`src/rtl/mem_bus_arbiter.sv`:
```
// mem_bus_arbiter
// Shares one request/response memory bus between the instruction-fetch
// port (I) and the data port (D). Requests are latched into one slot per
// port, granted one at a time, and exactly one transaction is kept
// outstanding on the bus. Responses go back to the owning port; a hung
// bus is recovered by an optional timeout (TIMEOUT = 0 disables it).
// Optional macro ARB_ROUND_ROBIN_EN: on contention the grant alternates
// between the ports instead of D always winning over I.
module mem_bus_arbiter #(
  parameter int TIMEOUT = 1023,
  parameter int TO_W    = 10
) (
  input  logic        clk,
  input  logic        rstn,
  input  logic        i_req_en,
  input  logic [31:0] i_addr,
  output logic        i_resp_en,
  output logic [31:0] i_data,
  input  logic        d_req_en,
  input  logic        d_mode,
  input  logic [31:0] d_addr,
  input  logic [31:0] d_wdata,
  input  logic [3:0]  d_wstrb,
  output logic        d_resp_en,
  output logic [31:0] d_data,
  output logic        bus_req_en,
  output logic        bus_mode,
  output logic [31:0] bus_addr,
  output logic [31:0] bus_wdata,
  output logic [3:0]  bus_wstrb,
  input  logic        bus_resp_en,
  input  logic [31:0] bus_data,
  output logic        busy,
  output logic        err,
  output logic        ovf
);

  localparam logic MEMREQ_READ  = 1'b0;
  localparam logic MEMREQ_WRITE = 1'b1;

  // Last counter value spent in WAIT before the transaction is abandoned
  localparam bit              TO_EN   = (TIMEOUT != 0);
  localparam logic [TO_W-1:0] TO_LAST = TO_W'((TIMEOUT == 0) ? 0 : TIMEOUT - 1);

  typedef enum logic {
    IDLE = 1'b0,
    WAIT = 1'b1
  } state_t;

  state_t          r_state;
  logic            r_pend_i;
  logic            r_pend_d;
  logic            r_owner_d;
  logic [TO_W-1:0] r_cnt;

  logic [31:0]     r_i_addr;
  logic            r_d_mode;
  logic [31:0]     r_d_addr;
  logic [31:0]     r_d_wdata;
  logic [3:0]      r_d_wstrb;

  logic            w_grant_d;
  logic            w_timeout;
  logic            w_done;
  logic [31:0]     w_ret_data;

`ifdef ARB_ROUND_ROBIN_EN
  logic            r_rr_d;

  // On contention the pointer decides; a lone pending port always wins
  assign w_grant_d = r_pend_d & (~r_pend_i | r_rr_d);

  // Pointer moves away from the winner after every contended grant
  always_ff @(posedge clk) begin
    if (!rstn) begin
      r_rr_d <= 1'b1;
    end else if (r_state == IDLE && r_pend_i && r_pend_d) begin
      r_rr_d <= ~w_grant_d;
    end
  end
`else
  // D has fixed priority over I
  assign w_grant_d = r_pend_d;
`endif

  assign w_timeout  = TO_EN && (r_cnt == TO_LAST);
  assign w_done     = bus_resp_en || w_timeout;
  // Timeouts and write responses both return zero data
  assign w_ret_data = (bus_resp_en && bus_mode == MEMREQ_READ) ? bus_data : 32'h0;
  assign busy       = (r_state == WAIT) | r_pend_i | r_pend_d;

  // Request slots: latch a port's fields only when it has nothing pending
  always_ff @(posedge clk) begin
    if (!rstn) begin
      r_i_addr  <= '0;
      r_d_mode  <= MEMREQ_READ;
      r_d_addr  <= '0;
      r_d_wdata <= '0;
      r_d_wstrb <= '0;
    end else begin
      if (i_req_en && !r_pend_i) begin
        r_i_addr <= i_addr;
      end
      if (d_req_en && !r_pend_d) begin
        r_d_mode  <= d_mode;
        r_d_addr  <= d_addr;
        r_d_wdata <= d_wdata;
        r_d_wstrb <= d_wstrb;
      end
    end
  end

  // Arbitration FSM: grant a slot, wait for its response or timeout, reply
  always_ff @(posedge clk) begin
    if (!rstn) begin
      r_state    <= IDLE;
      r_pend_i   <= 1'b0;
      r_pend_d   <= 1'b0;
      r_owner_d  <= 1'b0;
      r_cnt      <= '0;
      bus_req_en <= 1'b0;
      bus_mode   <= MEMREQ_READ;
      bus_addr   <= '0;
      bus_wdata  <= '0;
      bus_wstrb  <= '0;
      i_resp_en  <= 1'b0;
      i_data     <= '0;
      d_resp_en  <= 1'b0;
      d_data     <= '0;
      err        <= 1'b0;
      ovf        <= 1'b0;
    end else begin
      bus_req_en <= 1'b0;
      i_resp_en  <= 1'b0;
      d_resp_en  <= 1'b0;
      err        <= 1'b0;

      if ((i_req_en && r_pend_i) || (d_req_en && r_pend_d)) begin
        ovf <= 1'b1;
      end
      if (i_req_en && !r_pend_i) begin
        r_pend_i <= 1'b1;
      end
      if (d_req_en && !r_pend_d) begin
        r_pend_d <= 1'b1;
      end

      case (r_state)
        IDLE: begin
          if (r_pend_i || r_pend_d) begin
            r_owner_d  <= w_grant_d;
            r_cnt      <= '0;
            bus_req_en <= 1'b1;
            r_state    <= WAIT;
            if (w_grant_d) begin
              bus_mode  <= r_d_mode;
              bus_addr  <= r_d_addr;
              bus_wdata <= r_d_wdata;
              bus_wstrb <= r_d_wstrb;
            end else begin
              bus_mode  <= MEMREQ_READ;
              bus_addr  <= r_i_addr;
              bus_wdata <= '0;
              bus_wstrb <= '0;
            end
          end
        end
        WAIT: begin
          r_cnt <= r_cnt + TO_W'(1);
          if (w_done) begin
            r_state <= IDLE;
            err     <= ~bus_resp_en;
            if (r_owner_d) begin
              d_resp_en <= 1'b1;
              d_data    <= w_ret_data;
              r_pend_d  <= 1'b0;
            end else begin
              i_resp_en <= 1'b1;
              i_data    <= w_ret_data;
              r_pend_i  <= 1'b0;
            end
          end
        end
        default: r_state <= IDLE;
      endcase
    end
  end

endmodule

```
`config.mk`:
```
export PLATFORM = sky130hd
export DESIGN_NAME = mem_bus_arbiter
export DESIGN_NICKNAME = d
export VERILOG_FILES = /design/src/rtl/mem_bus_arbiter.sv
export SDC_FILE = /design/constraint.sdc
export NUM_CORES = 1
export LEC_CHECK = 0
export CORE_MARGIN = 3
export CORE_UTILIZATION = 42
export DETAILED_ROUTE_END_ITERATION = 8
export PLACE_DENSITY = 0.76
export SLEW_MARGIN = 10
export SYNTH_ARGS = -nofsm -noshare
export SYNTH_HDL_FRONTEND = slang
export SYNTH_SLANG_ARGS = --single-unit
```
`constraint.sdc`:
```
create_clock -name clk -period 1.76 [get_ports clk]
set_clock_uncertainty 0.15 [all_clocks]
set_input_delay 0.176 -clock clk [delete_from_list [all_inputs] [get_ports clk]]
set_output_delay 0.176 -clock clk [all_outputs]
set_load 0.02 [all_outputs]
```
==> metrics.txt, run 1 <==
outcome=finished with violations; failing checks=setup timing; TritonCTS Buffers=26; Worst Tran Pin Value=roughly 0.59 ns; share of flip-flops with an asynchronous set or reset=0; Final Wtd Congestion=0.795; RSZ-0062 raised after global routing=true; total global routing overflow=0; layout cell share with drive strength beyond 1=0.0969; gr usage total=0.203; Final Instance Area=about 0.013 mm^2; Primary FF master, synth=dfxtp_1; Area after DPL=around 0.012 mm^2; DR WL/cell=~18 um; cell count after placement=about 1.4k; Reg clk slew, reported paths=about 0.060 ns; total power=between 0.01 and 0.015 W; Max FO, Critical Path=16; DP Wirelength=16300 um; Peak VDD IR=about 0.68 mV; number of flops mapped to enable cells by yosys=0; Avg Inst Size Synth=approximately 10 um^2; Layout Cells excl Fill=1472; Worst setup SP type=flip-flop; Max Freq=roughly 0.53 GHz; max-slew violation count=0; Final ANT Viol Nets=0; DR vias/cell=between 5 and 6; # IOs=approximately 280; GR peak layer=met2; Psw=approximately 0.0033 W; met3 usage=0.0554; endpoints failing setup=64; routed vias=approximately 7.8k; Clock Latency Late Sink=roughly 0.52 ns; Num Clock Sinks=between 200 and 300; Area growth, synth to finish=44.4%; CTS tree=done; largest net degree at the start of global routing=99; initial antenna violation count=0; hold crit path type=input port to flip-flop; worst path arrival time=around 2.2 ns; number of global-route vias before repair=around 7.5k; Seq/Total Area, Yosys=0.549; die height=~150 um; core footprint=0.0213 mm^2; Port-buffer cells=roughly 280; # H-tree levels=1; max cap viols=0; residual DRC count=0; first-pass GRT wire length=approximately 40000 um; Hold Buf Count CTS=0; Net Count, Synth=1044; Die Wd=between 150 and 200 um; GR Util met1=0.263; flops & latches, synth=approximately 250; # diodes=0; initial DRC count=around 420; count of cell types in the netlist=between 40 and 50; root buf cell=clkbuf_16; synth warn=0; Initial Utilization=0.433; Die Area=0.0238 mm^2; Seq pwr share=0.464; Net Sw Frac=0.245; cell area after synthesis=about 0.009 mm^2; min cycle time layout=between 1.5 and 2 ns; combinational share of power=0.133; slew margin rel.=0.606; Clk pwr share=0.403; Crit. End Element=flip-flop; Syn Inst Count=between 900 and 1k; Std-Cell Rows=53; WL final=25800 um; worst path required time=roughly 2.0 ns; CTS Buffer Depth=3; met2 Resource Use GR=0.341; slack of the critical path=-0.132 ns; internal power=~0.01 W; Setup CP Type=flip-flop to flip-flop; Power per Cell Area=between 900 and 1000 mW/mm^2; Pre-antenna DRT Iters=4; Final Hold Violating Endpoints=0; P_leak=6.01 nW; Final nets=approximately 1.3k; Final period util=1.08
[path summary, 6_finish.rpt]
kind | end | depth (start not counted) | slack [ns] | from
max | d_data[17]$_SDFFE_PN0P_ | 8 | -0.13 | r_cnt[0]$_SDFFE_PN0P_
min | r_d_wdata[14]$_SDFFE_PN0P_ | 3 | 0.06 | d_wdata[14]
max reg2reg | d_data[17]$_SDFFE_PN0P_ | 8 | -0.13 | r_cnt[0]$_SDFFE_PN0P_
min reg2reg | bus_wdata[7]$_SDFFE_PN0P_ | 1 | 0.31 | r_d_wdata[7]$_SDFFE_PN0P_
[registers in the layout, summed over array words and instances (netlist names), 4 cells and up]
register   count
bus_wstrb      4
r_cnt         10
bus_addr      32
bus_wdata     32
i_data        32
r_i_addr      32
r_d_wdata     32
r_d_wstrb      4
r_d_addr      32
d_data        32
[cell usage in the layout, fill, tap and decap left out, types with 2 or more instances in the layout]
cell	instances
clkbuf_16	27
buf_6	4
clkbuf_8	8
and3_1	3
a32o_1	64
clkinv_2	4
buf_4	27
nand2_1	244
clkbuf_1	4
a22o_1	37
dfxtp_2	4
nor3_4	2
dfxtp_1	249
mux2i_1	35
xor2_1	2
or3_1	2
and2_1	6
nand3_1	3
clkdlybuf4s50_1	136
nor2b_4	2
nor2_1	3
o21a_1	3
nor2b_1	2
o31a_4	4
nand4_1	2
o211a_1	32
o211ai_1	2
dlygate4sd2_1	137
a21boi_0	103
and4_4	2
buf_12	16
[logic make-up after synthesis]
group / after synthesis / share of synthesized area
simple gates: 281 / 0.126
flops: 253 / 0.549
compound gates: 249 / 0.236
buf+inv: 81 / 0.0449
mux: 35 / 0.0380
xor+xnor: 3 / 0.00285
fa+ha+maj: 2 / 0.00271
[final cells by class]
| cell class | count | area (um^2) |
|---|---|---|
| clock buffers | 38 | 776 |
| repair buffers | 322 | 3170 |
| clock inverters | 6 | 66.3 |
| multi-input cells | 575 | 3880 |
| fillers | 1813 | 7970 |
| inverters | 3 | 15.0 |
| flip-flops and latches | 253 | 5070 |
| well taps | 275 | 344 |
[layer usage]
metal / part of all wire / vias up / wire length (um)
li1: - / 3747 / -
met1: 0.41 / 3686 / 10600
met2: 0.47 / 320 / 12100
met3: 0.093 / 48 / 2390
met4: 0.025 / 0 / 649
met5: 0 / - / 0
[Yosys cell counts (all sizes together), types with 3 or more instances]
library cell | count | area, um^2
dfxtp | 253 | 5060
nand2 | 245 | 920
a21boi | 103 | 773
a32o | 64 | 641
clkbuf | 47 | 218
a22o | 37 | 324
mux2i | 35 | 350
o211a | 32 | 320
buf | 31 | 185
and2 | 7 | 45.1
nor2 | 5 | 18.8
nor2b | 5 | 31.3
and3 | 4 | 26.3
o21a | 4 | 30.0
inv | 3 | 11.3
nand3 | 3 | 15.0
[metrics by stage]
step | hold slack (ns) | utilization | TNS [ns] | setup slack (ns)
6_report | 0.0552 | 0.626 | -5.45 | -0.132
5_1_grt | 0.0571 | 0.626 | -8.55 | -0.186
4_1_cts | 0.0344 | 0.623 | -6.03 | -0.128
3_5_place_dp | 0.300 | 0.584 | -23.71 | -0.614
3_3_place_gp | 0.296 | 0.584 | -22.02 | -0.558
2_1_floorplan | 0.136 | - | -0.860 | -0.0297
[critical path: stages (launching register included)]
cell and delay (ns):
dfxtp_2 0.32, inv_2 0.06, ha_4 0.12, and4_4 0.23
a31oi_4 0.10, buf_6 0.17, o21a_4 0.26, buf_12 0.16
a32o_1 0.21
[what timing repair did]
action | in CTS | in global routing
endpoints found under the setup margin | 206 | 69
gates cloned | 5 | 2
pin swaps | 8 | 2
setup buffers | 7 | 0
endpoints found under the hold margin | 0 | 0
resized for setup | 150 | 6
[power groups by stage]
stage	clock network [W]	logic [W]	registers, W
6_report	0.00536	0.00176	0.00617
5_1_grt	0.00570	0.00191	0.00620
4_1_cts	0.00548	0.00176	0.00617
3_5_place_dp	0	0.00178	0.00629
3_3_place_gp	0	0.00177	0.00628
2_1_floorplan	0	0.000735	0.00642
Note: power is estimated with default switching activity, not from simulation.
==> run 2: changes to the inputs <==
--- a/config.mk
+++ b/config.mk
@@ -8,6 +8,8 @@
 export CORE_MARGIN = 3
 export CORE_UTILIZATION = 42
 export DETAILED_ROUTE_END_ITERATION = 8
+export GPL_TIMING_DRIVEN = 0
+export MAX_ROUTING_LAYER = met4
 export PLACE_DENSITY = 0.76
 export SLEW_MARGIN = 10
 export SYNTH_ARGS = -nofsm -noshare
==> metrics.txt, run 2 (synthesis gave the netlist of run 1 again) <==
outcome=finished with violations; failing checks=setup timing; internal power=0.00974 W; layout cell share with drive strength beyond 1=0.0989; Top delay family on crit path=compound AO/OA/AOI/OAI gates; # IOs=between 200 and 300; hold endpoint=r_d_wdata[18]$_SDFFE_PN0P_; WL final=approximately 26000 um; slew margin rel.=0.652; core footprint=between 0.02 and 0.025 mm^2; Die Area=about 0.024 mm^2; CTS Buffer Depth=3; Clock Latency Late Sink=between 0.5 and 0.6 ns; top layer in use=met4; initial antenna violation count=0; met2 wire length=around 13000 um; number of global-route vias before repair=approximately 7.6k; Final nets=between 1k and 1.5k; routed vias=slightly below 8k; Final ANT Viol Nets=0; gr usage total=0.215; Die Wd=between 150 and 200 um; stages on the worst setup path=7; die height=154 um; DP Wirelength=around 19000 um; Port-buffer cells=roughly 280; Seq pwr share=0.476; hold crit path type=input port to flip-flop; # diodes=0; residual DRC count=0; Net Sw Frac=0.248; min cycle time layout=1.92 ns; Worst setup SP type=flip-flop; Max FO, Critical Path=10; Pre-antenna DRT Iters=6; total global routing overflow=0; max cap viols=0; RSZ-0062 raised after global routing=true; max-slew violation count=0; Area growth, synth to finish=43.4%; Crit. End Element=flip-flop; Setup CP Type=flip-flop to flip-flop; commonest non-fill, non-tap cell in the layout=dfxtp_1; Final Wtd Congestion=between 0.8 and 0.9; Reg clk slew, reported paths=~0.060 ns; reg2reg start=r_cnt[0]$_SDFFE_PN0P_; Max Freq=0.520 GHz; Hold Startpoint=d_wdata[18]; # H-tree levels=1; worst path arrival time=~2.2 ns; root buf cell=clkbuf_16; Reg2Reg Depth=7; Psw=around 0.0032 W; DR vias/cell=5.17; Clk pwr share=0.388; combinational share of power=0.136; worst path required time=between 2 and 2.5 ns; initial DRC count=between 300 and 400; P_leak=6.00 nW; routed metal-1 wire length=around 11000 um; largest net degree at the start of global routing=20; Worst Tran Pin Value=around 0.52 ns; Std-Cell Rows=53; CTS tree=done; DR WL/cell=17.6 um; Num Clock Sinks=around 250; routed wl met3=about 2100 um; WP buf/inv=2; Final period util=1.09; DP Worst Slack=-0.798 ns; reg-to-reg setup timing slack=-0.16 ns; hold path cells=3; Power per Cell Area=slightly below 1000 mW/mm^2; slack of the critical path=-0.163 ns; TritonCTS Buffers=26; worst-path cell chain=inv_2 -> ha_4 -> and4_4 -> a31oi_4 -> o31a_4 -> clkbuf_16 -> a32o_1; commonest cells after routing, fill and taps aside=dfxtp_1, nand2_1, dlygate4sd2_1, clkdlybuf4s50_1, a21boi_0; reg-to-reg endpoint=i_data[26]$_SDFFE_PN0P_; crit-path max cell delay=about 0.37 ns; Hold Buf Count CTS=0; Final Hold Violating Endpoints=0; Peak VDD IR=roughly 0.57 mV; endpoints failing setup=64; Initial Utilization=0.433; first-pass GRT wire length=about 41000 um; slowest stage cell, crit path=o31a_4; Final Util=0.621
## run 2: cell count changes in the layout (fill, tap and decap cells not counted), sizes merged, moves of 2 or more
cell / change
o31a: -4
buf: -4
clkinv: -2
clkbuf: +47
## run 2: power groups by stage
stage | combinational [W] | sequential (W) | clock (W)
floorplan | 0.000735 | 0.00642 | 0
global placement | 0.00175 | 0.00628 | 0
detailed placement | 0.00177 | 0.00629 | 0
CTS | 0.00173 | 0.00616 | 0.00514
global route | 0.00191 | 0.00620 | 0.00536
finish | 0.00176 | 0.00617 | 0.00502
## run 2: metrics by stage
stage	power, W	cell area [um^2]	hold WS [ns]	setup TNS (ns)	instances
3_3_place_gp	0.00803	12300	0.295	-72.28	1455
5_1_grt	0.0135	13200	0.0614	-10.08	1508
6_report	0.0129	13200	0.0707	-6.81	1508
3_5_place_dp	0.00806	12300	0.303	-81.17	1455
2_1_floorplan	0.00716	9230	0.136	-0.860	904
4_1_cts	0.0130	13100	0.0438	-7.93	1501
## run 2: routing by layer
metal  GRT usage  vias to the layer above
li1            -                     3823
met1       0.269                     3622
met2       0.354                      312
met3      0.0506                       44
met4      0.0484                        0
met5           -                        -
## run 2: how the worst max path moves through the flow
stage                          startpoint                         to  slack (ns)
floorplan           r_cnt[0]$_SDFFE_PN0P_    i_data[22]$_SDFFE_PN0P_       -0.03
global placement                     rstn  bus_addr[26]$_SDFFE_PN0P_       -0.75
detailed placement                   rstn   bus_addr[4]$_SDFFE_PN0P_       -0.80
CTS                   r_pend_d$_SDFF_PN0_                       busy       -0.15
global route        r_cnt[0]$_SDFFE_PN0P_    i_data[26]$_SDFFE_PN0P_       -0.21
finish              r_cnt[0]$_SDFFE_PN0P_    i_data[26]$_SDFFE_PN0P_       -0.16
## run 2: area by class of cell
cell class / instances / area, um^2
fillers: 1864 / 8060
flip-flops and latches: 253 / 5070
multi-input cells: 570 / 3790
repair buffers: 291 / 2760
clock buffers: 38 / 747
plain buffers: 75 / 487
well taps: 275 / 344
clock inverters: 3 / 15.0
inverters: 3 / 15.0
## run 2: repair_timing
| item | CTS | global route |
|---|---|---|
| cloned | 1 | 2 |
| setup endpoints to repair | 306 | 187 |
| buffers inserted | 6 | 7 |
| resized for setup | 170 | 44 |
| pin swaps | 3 | 22 |
## run 2: tightest hold or removal path, stage by stage
cell,delay [ns]
clkdlybuf4s50_1,0.40
nand2_1,0.05
a21boi_0,0.06
